$ cat src/rtl/uart_rx_os.sv
// Oversampling UART receiver.
// Recovers LSB-first frames from the asynchronous rx pin. Each bit is decided
// by a 3-sample majority vote around mid-bit, and the start bit is re-checked
// at its own mid-bit so that short glitches are rejected. Received bytes are
// offered on a valid/ready handshake. Framing and overrun errors are reported
// as single-cycle pulses.
module uart_rx_os #(
  parameter int CLK_FREQ   = 100_000_000,
  parameter int BAUD       = 9600,
  parameter int OVERSAMPLE = 16,
  parameter int DATA_BITS  = 8
) (
  input  logic                 clk,
  input  logic                 rst_n,
  input  logic                 rx,
  output logic [DATA_BITS-1:0] rx_data,
  output logic                 rx_valid,
  input  logic                 rx_ready,
  output logic                 frame_err,
  output logic                 overrun,
  output logic                 busy
);

  localparam int DIV_RAW = CLK_FREQ / (BAUD * OVERSAMPLE);
  localparam int DIV     = (DIV_RAW < 1) ? 1 : DIV_RAW;
  localparam int DIV_W   = (DIV > 1) ? $clog2(DIV) : 1;
  localparam int OS_W    = $clog2(OVERSAMPLE);
  localparam int BIT_W   = $clog2(DATA_BITS);

  localparam logic [DIV_W-1:0] DIV_LAST  = DIV_W'(DIV - 1);
  localparam logic [OS_W-1:0]  OS_SAMP0  = OS_W'(OVERSAMPLE / 2 - 1);
  localparam logic [OS_W-1:0]  OS_SAMP1  = OS_W'(OVERSAMPLE / 2);
  localparam logic [OS_W-1:0]  OS_DECIDE = OS_W'(OVERSAMPLE / 2 + 1);
  localparam logic [OS_W-1:0]  OS_LAST   = OS_W'(OVERSAMPLE - 1);
  localparam logic [BIT_W-1:0] BIT_LAST  = BIT_W'(DATA_BITS - 1);

  typedef enum logic [2:0] {
    IDLE  = 3'd0,
    START = 3'd1,
    DATA  = 3'd2,
    STOP  = 3'd3,
    BRK   = 3'd4
  } state_t;

  state_t                 state;
  logic                   rx_s1;
  logic                   rxs;
  logic [DIV_W-1:0]       div_cnt;
  logic                   tick;
  logic [OS_W-1:0]        os;
  logic [BIT_W-1:0]       bit_idx;
  logic                   samp0;
  logic                   samp1;
  logic                   vote;
  logic [DATA_BITS-1:0]   shreg;

  // 2-of-3 majority of the mid-bit samples.
  function automatic logic maj3(input logic a, input logic b, input logic c);
    return (a & b) | (a & c) | (b & c);
  endfunction

  // The third sample is the live value on the decide tick, so only two are stored.
  assign vote = maj3(samp0, samp1, rxs);
  assign tick = (div_cnt == DIV_LAST);
  assign busy = (state != IDLE);

  // Two-flop synchronizer; idles high so reset does not look like a start edge.
  always_ff @(posedge clk or negedge rst_n) begin
    if (!rst_n) begin
      rx_s1 <= 1'b1;
      rxs   <= 1'b1;
    end else begin
      rx_s1 <= rx;
      rxs   <= rx_s1;
    end
  end

  // Oversample tick divider: parked at 0 while idle, so bit timing is anchored to the start edge.
  always_ff @(posedge clk or negedge rst_n) begin
    if (!rst_n) begin
      div_cnt <= '0;
    end else if (state == IDLE && rxs) begin
      div_cnt <= '0;
    end else if (tick) begin
      div_cnt <= '0;
    end else begin
      div_cnt <= div_cnt + 1'b1;
    end
  end

  // Frame state machine with sample capture, shift register and registered handshake/flag outputs.
  always_ff @(posedge clk or negedge rst_n) begin
    if (!rst_n) begin
      state     <= IDLE;
      os        <= '0;
      bit_idx   <= '0;
      samp0     <= 1'b0;
      samp1     <= 1'b0;
      shreg     <= '0;
      rx_data   <= '0;
      rx_valid  <= 1'b0;
      frame_err <= 1'b0;
      overrun   <= 1'b0;
    end else begin
      frame_err <= 1'b0;
      overrun   <= 1'b0;
      if (rx_valid && rx_ready) begin
        rx_valid <= 1'b0;
      end

      if (state != IDLE && tick) begin
        os <= (os == OS_LAST) ? '0 : os + 1'b1;
        if (os == OS_SAMP0) samp0 <= rxs;
        if (os == OS_SAMP1) samp1 <= rxs;
      end

      case (state)
        IDLE: begin
          if (!rxs) begin
            state   <= START;
            os      <= '0;
            bit_idx <= '0;
          end
        end
        START: begin
          if (tick) begin
            if (os == OS_DECIDE && vote) begin
              state <= IDLE;
            end else if (os == OS_LAST) begin
              state <= DATA;
            end
          end
        end
        DATA: begin
          if (tick) begin
            if (os == OS_DECIDE) begin
              shreg <= {vote, shreg[DATA_BITS-1:1]};
            end
            if (os == OS_LAST) begin
              if (bit_idx == BIT_LAST) begin
                state   <= STOP;
                bit_idx <= '0;
              end else begin
                bit_idx <= bit_idx + 1'b1;
              end
            end
          end
        end
        STOP: begin
          // Leave at mid-bit on both outcomes so a start bit right after the stop bit is seen.
          if (tick && os == OS_DECIDE) begin
            if (vote) begin
              state <= IDLE;
              if (!rx_valid || rx_ready) begin
                rx_data  <= shreg;
                rx_valid <= 1'b1;
              end else begin
                overrun <= 1'b1;
              end
            end else begin
              frame_err <= 1'b1;
              state     <= BRK;
            end
          end
        end
        BRK: begin
          if (rxs) begin
            state <= IDLE;
          end
        end
        default: begin
          state <= IDLE;
        end
      endcase
    end
  end

endmodule

$ cat config.mk
export PLATFORM = sky130hd
export DESIGN_NAME = uart_rx_os
export DESIGN_NICKNAME = d
export VERILOG_FILES = /design/src/rtl/uart_rx_os.sv
export SDC_FILE = /design/constraint.sdc
export NUM_CORES = 1
export LEC_CHECK = 0
export ABC_AREA = 1
export CELL_PAD_IN_SITES_DETAIL_PLACEMENT = 0
export CELL_PAD_IN_SITES_GLOBAL_PLACEMENT = 2
export CORE_ASPECT_RATIO = 2
export CORE_MARGIN = 1
export CORE_UTILIZATION = 32
export DETAILED_ROUTE_END_ITERATION = 10
export GPL_TIMING_DRIVEN = 0
export PLACE_DENSITY = 0.83
export SETUP_SLACK_MARGIN = 0.3
export SYNTH_ARGS = -nofsm -noshare
export SYNTH_HDL_FRONTEND = slang
export SYNTH_SLANG_ARGS = --single-unit
$ cat constraint.sdc
create_clock -name clk -period 1.5 [get_ports clk]
set_input_delay 0.225 -clock clk [delete_from_list [all_inputs] [get_ports clk]]
set_output_delay 0.225 -clock clk [all_outputs]
set_load 0.01 [all_outputs]
==> impl_metrics.json <==
{
  "y_dimension_of_the_die_um": 116.3,
  "place_inst": 344,
  "finish.cell_count_without_fillers": 377,
  "nets": 301,
  "grt_max_degree": 32,
  "netlist_cell_types": 27,
  "total_of_max_cap_violations": 0,
  "clockPowerShare_pct": 47.7,
  "placed_cell_area_mm2": 0.002386,
  "cp_common_cell": "sky130_fd_sc_hd__inv_2",
  "post_synth_main_area_contributors": "sky130_fd_sc_hd__dfrtp_1 49%, sky130_fd_sc_hd__nand2_1 10%, sky130_fd_sc_hd__inv_1 5.9%",
  "cts.sink_count": 43,
  "top_level_ports": 16,
  "io_buffer_count": 15,
  "number_of_global_route_vias_before_repair": 1667,
  "setup.worst_path.start_class": "register",
  "post-synth-top-area-cell": "sky130_fd_sc_hd__dfrtp_1",
  "hold_violations": 0,
  "critical_path_class": "register to register",
  "drive_gt1_share_pct": 41.92,
  "cp_cell_sequence": "inv_2 -> ha_4 -> nand2_4 -> nor2_4 -> nand4_1 -> inv_2 -> nand3_4 -> buf_8 -> nand2_2 -> o21ai_2",
  "core_area_mm2": 0.006310,
  "synth_warnings": 0,
  "ys_async_sr_fraction_pct": 100.0,
  "placementRows": 41,
  "drt.antenna.violating_nets": 0,
  "ys.flop_type": "sky130_fd_sc_hd__dfrtp_1",
  "min_period_ns": 1.619,
  "syn_area_per_cell_um2": 8.645,
  "clk_transition_reported_paths_ns": 0.06,
  "crit_slowest_cell": "sky130_fd_sc_hd__dfrtp_1",
  "dr.pass1.iters": 4,
  "hpwl_um": 3166,
  "timing.hold.worst.class": "input port to register",
  "syn-num-nets": 253,
  "gp_congestion": 0.7252,
  "fillCellCount": 618,
  "grt_pass1_wl_um": 7445,
  "slew-limit-headroom_pct": 71.46,
  "antenna-diode-count": 0,
  "p_sw_share_pct": 22.10,
  "route.final.wire_length_um": 4661,
  "most_common_cell_in_the_synthesized_netlist": "sky130_fd_sc_hd__nand2_1",
  "clk_latency_ns": 0.29,
  "tritoncts": "done",
  "initial_core_util_pct": 33.15,
  "worst_pin_slew_ns": 0.4248,
  "detailroute.via_count": 1723,
  "post_drt_wl_per_cell_um": 12.36,
  "max_freq_mhz": 617.8,
  "pwr-share-comb_pct": 1.9,
  "power-per-cell-area_mw_per_mm2": 760.3,
  "critPathMaxFanout": 5,
  "postSynthRegisterBits": 43,
  "avgViaCountPerCell": 4.570,
  "timing.final.ws_setup_ns": -0.1187,
  "cell_internal_pwr_w": 0.001801,
  "clock-skew-final_ns": 0.004978,
  "ctsRootBufferMaster": "sky130_fd_sc_hd__clkbuf_16",
  "power_frac_seq_pct": 50.5,
  "run_status": "complete, but fails checks",
  "route.detailed.drc": 0,
  "global_route.usage.total_pct": 14.86,
  "timing.final.crit_share_pct": 107.9,
  "power.ir.vdd_worst_mv": 0.6843,
  "worst_ep_arrival_time_ns": 1.80,
  "cts_made_buffers": 5,
  "first_iter_violations": 37,
  "violations": "negative setup slack",
  "die_ar_mm2": 0.006885,
  "global_route.overflow_total": 0,
  "most_frequent_cells_after_synthesis": "56 x sky130_fd_sc_hd__nand2_1, 41 x sky130_fd_sc_hd__dfrtp_1, 33 x sky130_fd_sc_hd__inv_1",
  "crit_path_end_kind": "register",
  "report.final.setup_viol": 21,
  "h_tree_depth": 2,
  "syn_area_mm2": 0.002092,
  "rsz_0062_raised_after_global_routing": "yes",
  "synth-edff-count": 0,
  "clockBufferDepth": 2,
  "syn_to_final_growth_pct": 45.39,
  "worst_path_largest_cell_delay_ns": 0.40,
  "grt_antenna_before_repair": 0,
  "mapped_cells": 242,
  "cellLeakagePower_nw": 1.376,
  "final_area_mm2": 0.003042,
  "netlist.area_leader.share_pct": 49.04,
  "die_width_um": 59.18,
  "ys_seq_area_share_pct": 51.56,
  "finalMaxSlewViolations": 0,
  "switchingPower_w": 0.0005111,
  "req_time_crit_path_ns": 1.68
}
worst paths after layout:
path                       startpoint          to  slack [ns]  cells past startpoint
setup / recovery           div_cnt[0]  rx_data[7]       -0.12                     10
hold / removal                     rx       rx_s1        0.34                      1
setup reg to reg           div_cnt[0]  rx_data[7]       -0.12                     10
hold reg to reg                 rx_s1         rxs        0.36                      0
max in group asynchronous       rst_n       rx_s1        0.58                      3
min in group asynchronous       rst_n  rx_data[5]        0.37                      2
cells by family after synthesis:
kind of cell,count (synthesis),synth area share [%]
buffers and inverters,38,7.536
AOI/OAI and AO/OA,41,11.90
xor gates and xnor gates,1,0.4187
adders and majority gates,7,4.186
and+or+nand+nor,112,24.40
DFF,43,51.55
sequential cells by signal (all words and copies together) (netlist names), 3 cells and up:
name     count
shreg        8
os           4
div_cnt     10
rx_data      8
state        3
bit_idx      3
power groups by stage:
stage / logic [W] / registers [W] / clock network [W]
2_1_floorplan: 0.00000128 / 0.00119 / 0
3_3_place_gp: 0.0000338 / 0.00119 / 0
3_5_place_dp: 0.0000392 / 0.00119 / 0
4_1_cts: 0.0000453 / 0.00117 / 0.00115
5_1_grt: 0.0000493 / 0.00117 / 0.00119
6_report: 0.0000434 / 0.00117 / 0.00110
critical path: cells and delay by family (launching register included):
kind                       cells  cell delay, ns
AOI/OAI and AO/OA              1            0.05
adders and majority gates      1            0.13
buffers and inverters          3            0.40
DFF                            1            0.40
and+or+nand+nor                5            0.52
metal layers:
layer / track usage [%] / vias up / wire length, um
met5: 0 / - / 0
met4: 8.889 / 0 / 119
met3: 3.322 / 7 / 84
met2: 27.80 / 16 / 2708
met1: 14.12 / 830 / 1749
li1: - / 870 / -
timing repair:
item | CTS | global route
hold buffers | 1 | 0
gates cloned | 2 | 0
setup buffers | 11 | 11
resized for setup | 54 | 62
pin swaps | 6 | 19
endpoints found under the setup margin | 53 | 50
hold endpoints to repair | 12 | 0
through the flow:
step	utilization (%)	power (W)	setup TNS, ns	hold slack, ns	setup WS (ns)
2_1_floorplan	-	0.001190	0	-0.07059	0.003421
3_3_place_gp	37.58	0.001224	-49.63	0.3460	-1.068
3_5_place_dp	37.81	0.001229	-5.335	0.1507	-0.2510
4_1_cts	43.90	0.002362	-0.9558	0.3383	-0.08501
5_1_grt	48.21	0.002401	-3.569	0.3453	-0.2052
6_report	48.21	0.002312	-1.214	0.3432	-0.1187
layout make-up:
type	count	area (um2)	share of cell area (%)
clock inverter	3	25.02	0.8227
clock buffer	5	125.1	4.114
buffer	2	26.28	0.8638
sequential	43	1080	35.50
multi-input combinational	161	1136	37.35
timing repair buffer	41	404.1	13.29
tap	86	107.6	3.538
inverter	36	137.6	4.525
cell usage in the layout (no fill, tap or decap), types with 10 or more instances in the layout:
master / count
sky130_fd_sc_hd__buf_4: 15
sky130_fd_sc_hd__nand2_2: 14
sky130_fd_sc_hd__inv_1: 24
sky130_fd_sc_hd__nand2_1: 34
sky130_fd_sc_hd__inv_2: 11
sky130_fd_sc_hd__o21ai_2: 13
sky130_fd_sc_hd__buf_6: 10
sky130_fd_sc_hd__dfrtp_1: 40
sky130_fd_sc_hd__nor2_1: 17
(Power assumes the default switching activity.)
==> variant 1, RTL diff (same settings) <==
Encoding of `state_t`: now Gray code (3 bits for 5 states).
--- a/src/rtl/uart_rx_os.sv
+++ b/src/rtl/uart_rx_os.sv
@@ -35,11 +35,11 @@
   localparam logic [BIT_W-1:0] BIT_LAST  = BIT_W'(DATA_BITS - 1);
 
   typedef enum logic [2:0] {
-    IDLE  = 3'd0,
-    START = 3'd1,
-    DATA  = 3'd2,
-    STOP  = 3'd3,
-    BRK   = 3'd4
+    IDLE  = 3'b000,
+    START = 3'b001,
+    DATA  = 3'b011,
+    STOP  = 3'b010,
+    BRK   = 3'b110
   } state_t;
 
   state_t                 state;
Check against the original RTL: no difference found for any inputs over 10 cycles, from zero or initial values and one cycle with rst_n low; not proved beyond that.
==> variant 1 against the unedited design <==
The flow still finishes with violations (setup timing); sequential cell count is the same; final cell count up 3.2%; sequential power is essentially flat; power is 6.2% higher; routed wire length rose by 6.6%; final area rose by 3.9%; synthesized area is 4.7% higher; non-clock buffer count rose by 2; worst setup slack improved by 0.033 ns; critical path type unchanged; critical endpoint is now rx_data[0].
==> variant 1: results (changes against the unedited design) <==
run_status:
  violations: "setup timing"
  status: "finished with violations"
synthesis:
  synth-async-reset-ratio_pct: 100.0  # unchanged
  synth.top_cells.by_area: "dfrtp_1 47%, nand2_1 9.4%, inv_1 5.1%"
  synthFlopType: "dfrtp_1"
  ys.warnings.count: 0  # unchanged
  synth_cell_type_count: 32  # +19%
  synth_nets: 261  # +3.2%
  yosysSeqAreaShare_pct: 49.23  # -2.3 points
  yosys-top-cells-count: "55 x nand2_1, 41 x dfrtp_1, 30 x inv_1, 20 x nor2_1, 17 x nand3_1"
place:
  dp_slack_ns: -0.2435  # +0.007498 ns
  place_hpwl_um: 3551  # +12%
  gp_congestion: 0.7745  # +6.8%
  dpl_cell_area_sq_mm: 0.002484  # +4.1%
worst_setup_path:
  cp_slowest_cell: "dfrtp_1"
  crit_fanout: 4  # -1
  startpoint: "os[1]"
  cpPeakStageDelay_ns: 0.39
  crit-reg2reg-launch: "os[1]"
  arrival_ns: 1.77  # -0.03 ns
final_layout:
  layout-drive-gt1-share_pct: 41.20  # -0.73 points
  nFillCells: 663  # +7.3%
  fin_nets: 311  # +3.3%
pwr:
  ir_drop_v: 0.0004748  # -31%
  switching_share_pct: 19.98  # -2.1 points
  static-leakage-power_nw: 1.441  # +4.7%
drt:
  vias_per_cell: 4.548  # -0.50%
  wl_met2_um: 3116  # +15%
  wl_met1_um: 1653  # -5.5%
  met3WireLength_um: 93  # +11%
  dr.pass1.iters: 4  # unchanged
  top_layer_used: "met4"
  routed_wirelength_um: 4968  # +6.6%
  remaining_drc_errors: 0  # unchanged
global_route:
  grtUsageTotal_pct: 16.07  # +1.2 points
  grt_pass1_vias: 1764  # +5.8%
  grt_start_max_net_pins: 25  # -22%
  antenna_found_initial: 0  # unchanged
  grt_pass1_wl_um: 8411  # +13%
sta:
  tns_ns: -1.013  # +0.2009 ns
  skew_ns: 0.004402  # -0.0005765 ns
  setup_slack_ns: -0.08575  # +0.03297 ns
  relSlewSlack_pct: 67.89  # -3.6 points
  setup-violations-final: 20  # -4.8%
min_path:
  hold_class: "input port to register"
  hp-start: "rx"
clock_network:
  clkTransAtPathRegs_ns: 0.06  # about the same
  numCtsBuffers: 5  # unchanged
floorplan:
  fp.dieW_um: 60.51  # +2.3%
==> variant 1: cell types whose count changed in the layout (fill, tap and decap cells not counted), sizes merged, moves of 2 or more <==
cell   change
nand3      +7
a21oi      -6
nand2      +5
o21ai      -5
nor2       -4
nor3       +3
buf        +2
nand4      +2
nor3b      +2
xor2       +2
==> variant 1: cell type report <==
class	instances	area [sq um]	share of cell area [%]
Multi-Input combinational cell	169	1212	38.38
Timing Repair Buffer	43	410.4	12.99
Buffer	2	31.28	0.9901
Clock buffer	5	125.1	3.960
Tap cell	88	110.1	3.485
Clock inverter	3	43.79	1.386
Inverter	36	142.6	4.515
Sequential cell	43	1084	34.30
==> variant 1: final timing paths <==
check / to / slack [ns] / depth (start not counted)
min in group asynchronous: rx_data[6] / 0.42 / 2
worst min register to register: rxs / 0.36 / 0
worst max-delay path: rx_data[0] / -0.09 / 10
worst min-delay path: rx_s1 / 0.33 / 1
worst max register to register: rx_data[0] / -0.09 / 10
max in group asynchronous: state[0] / 0.57 / 3
==> variant 1: metal layers <==
metal | up-vias | GRT usage [%]
li1 | 906 | -
met1 | 840 | 15.68
met2 | 17 | 30.49
met3 | 6 | 2.932
met4 | 0 | 6.960
met5 | - | 0
==> variant 1: critical path, delay by kind of cell, from the launching register on <==
kind,cells,cell delay (ns)
adders and majority gates,1,0.17
and+or+nand+nor,4,0.48
DFF,1,0.39
AOI/OAI and AO/OA,1,0.04
buffers and inverters,4,0.40
==> variant 1: repair_timing <==
action	4_1_cts	5_1_grt
buffers inserted	10	14
endpoints found under the setup margin	53	48
cloned	2	0
resized for setup	52	50
hold endpoints to repair	17	0
hold buffers	1	0
pin swaps	7	14
==> variant 1: cell families after synthesis <==
kind of cell / synth area share [%]
simple gates: 29.35
flops: 49.23
buf+inv: 7.253
compound gates: 8.966
fa+ha+maj: 3.998
xor+xnor: 1.200
==> variant 1: power by group through the flow <==
stage	Sequential, mW	Combinational (mW)	Clock [mW]
global route	1.17	0.0516	1.33
CTS	1.17	0.0415	1.28
global placement	1.19	0.0343	0
floorplan	1.19	0.00179	0
detailed placement	1.19	0.0391	0
finish	1.17	0.0436	1.25
==> variant 1: through the flow <==
| step | cells | hold WS [ns] |
|---|---|---|
| after floorplan | 250 | -0.07059 |
| after global placement | 353 | 0.3456 |
| after detailed placement | 354 | 0.2173 |
| after CTS | 375 | 0.3329 |
| after global routing | 389 | 0.3383 |
| final | 389 | 0.3331 |
==> variant 2, RTL diff (same settings) <==
Without the edit above. Set the parameter `CLK_FREQ` to 50_000_000 (it was 100_000_000).
--- a/src/rtl/uart_rx_os.sv
+++ b/src/rtl/uart_rx_os.sv
@@ -5,7 +5,7 @@
 // offered on a valid/ready handshake. Framing and overrun errors are reported
 // as single-cycle pulses.
 module uart_rx_os #(
-  parameter int CLK_FREQ   = 100_000_000,
+  parameter int CLK_FREQ   = 50_000_000,
   parameter int BAUD       = 9600,
   parameter int OVERSAMPLE = 16,
   parameter int DATA_BITS  = 8
Formal check against the unedited RTL: same outputs for any inputs over 10 cycles, from zero or initial values and one cycle with rst_n low; that may be too few to reach the edited logic, so the function may still have changed.
==> variant 2 against the unedited design <==
The run still ends with setup timing left; routed wire length fell by 2.1%; count of clock-buffer cells in the layout increased by 1; first-iteration DRC count shrank 5.4%; worst setup slack better by 0.093 ns; worst hold slack better by 0.016 ns; final area fell by 8.0%; power up 5.1%; sequential cell count is 1 lower; synthesized area decreased by 1.4%; highest routed layer unchanged.
==> variant 2: results (changes against the unedited design) <==
pwr:
  ir_drop_v: 0.0006268  # -8.4%
  switching_share_pct: 18.77  # -3.3 points
  static-leakage-power_nw: 1.357  # -1.4%
clock_network:
  clk_path_buf_depth: 2  # unchanged
  numCtsBuffers: 5  # unchanged
  htree_levels: 2  # unchanged
drt:
  vias: 1621  # -5.9%
  drt_iter0_markers: 35  # -5.4%
  routed_wirelength_um: 4564  # -2.1%
  vias_per_cell: 4.528  # -0.93%
place:
  dp_slack_ns: -0.1414  # +0.1097 ns
  dpl_cell_area_sq_mm: 0.002356  # -1.3%
  dp_cells: 338  # -1.7%
  place_hpwl_um: 3204  # +1.2%
  gp_congestion: 0.7607  # +4.9%
sta:
  tns_ns: -0.1296  # +1.084 ns
  hold_ws_ns: 0.3597  # +0.01649 ns
  max_slew.worst_pin.slew_ns: 0.6740  # +0.2492 ns
  skew_ns: 0.009525  # +0.004547 ns
  setup_slack_ns: -0.02535  # +0.09338 ns
  setup-violations-final: 11  # -48%
global_route:
  grt_start_max_net_pins: 23  # -28%
  grt_pass1_vias: 1713  # +2.8%
  antenna_found_initial: 0  # unchanged
  grtUsageTotal_pct: 15.90  # +1.0 points
  grt_pass1_wl_um: 7859  # +5.6%
synthesis:
  synth.top_cells.by_area: "dfrtp_1 49%, nand2_1 11%, inv_1 5.1%"
  synth_compound_area_share_pct: 8.854  # -3.0 points
  synth_fa_ha_area_share_pct: 4.245  # +0.058 points
  synth_top_area_share_pct: 48.51  # -0.53 points
  synth-async-reset-ratio_pct: 100.0  # unchanged
  synth_nets: 247  # -2.4%
  ys.warnings.count: 0  # unchanged
  synth_xor_area_share_pct: 0.8490  # +0.43 points
  yosysSeqAreaShare_pct: 51.06  # -0.49 points
  yosys-top-cells-count: "59 x nand2_1, 40 x dfrtp_1, 28 x inv_1, 16 x nor2_1, 15 x nand3_1"
  synth_cells: 236  # -2.5%
final_layout:
  largest_registers: "div_cnt: 9 flops, rx_data: 8 flops, shreg: 8 flops"
  layout-drive-gt1-share_pct: 30.88  # -11 points
  fin_nets: 283  # -6.0%
run_status:
  violations: "setup timing"
  status: "finished with violations"
worst_setup_path:
  arrival_ns: 1.70  # -0.10 ns
  crit_fanout: 5  # unchanged
==> variant 2: cell types whose count changed in the layout (fill, tap and decap cells not counted), moves of 3 or more <==
cell | unedited run | this run
buf_4 | 15 | 6
clkdlybuf4s15_1 | 6 | 3
dlygate4sd2_1 | 4 | 8
inv_2 | 11 | 7
nand2_1 | 34 | 54
nand2_2 | 14 | 7
nand2_4 | 9 | 1
nand3_1 | 5 | 12
nor2_1 | 17 | 11
nor2_2 | 7 | 4
o21ai_1 | 9 | 5
==> variant 2: critical path, cell delays in order, from the launching register on <==
cell and delay [ns]:
dfrtp_1 0.39, inv_1 0.07, ha_2 0.16, nand2_2 0.06
nor2_4 0.13, nand3_4 0.11, clkinv_4 0.08, nand3_4 0.09
buf_6 0.16, o21ai_2 0.11, nand2_1 0.05
==> variant 2: power by group through the flow <==
stage               clock network, mW  registers [mW]  logic (mW)
floorplan                           0            1.16    0.000994
global placement                    0            1.16      0.0331
detailed placement                  0            1.16      0.0412
CTS                              1.28            1.14      0.0438
global route                     1.32            1.14      0.0474
finish                           1.25            1.14      0.0412
==> variant 2: area by class of cell <==
type                       instances  area (sq um)
buffer                             2         22.52
clock inverter                     1         30.03
clock buffer                       6         138.9
tap                               86         107.6
multi-input combinational        160          1027
sequential                        42          1055
inverter                          32         130.1
fill                             638          3461
timing repair buffer              29         286.5
==> variant 2: repair_timing <==
action                                  in CTS  in global routing
hold buffers                                 1                  0
gates cloned                                 2                  0
setup buffers                                8                  2
pin swaps                                    8                 10
endpoints found under the hold margin       19                  0
resized for setup                           45                 28
endpoints found under the setup margin      52                 42
==> variant 2: metal layers <==
metal  global-route usage [%]  vias to the layer above  share of wire (%)
met2                    31.06                       18                 61
met1                    14.80                      774                 34
li1                         -                      822                  -
met4                    9.048                        0                2.7
met3                    2.344                        7                1.9
met5                        0                        -                  0
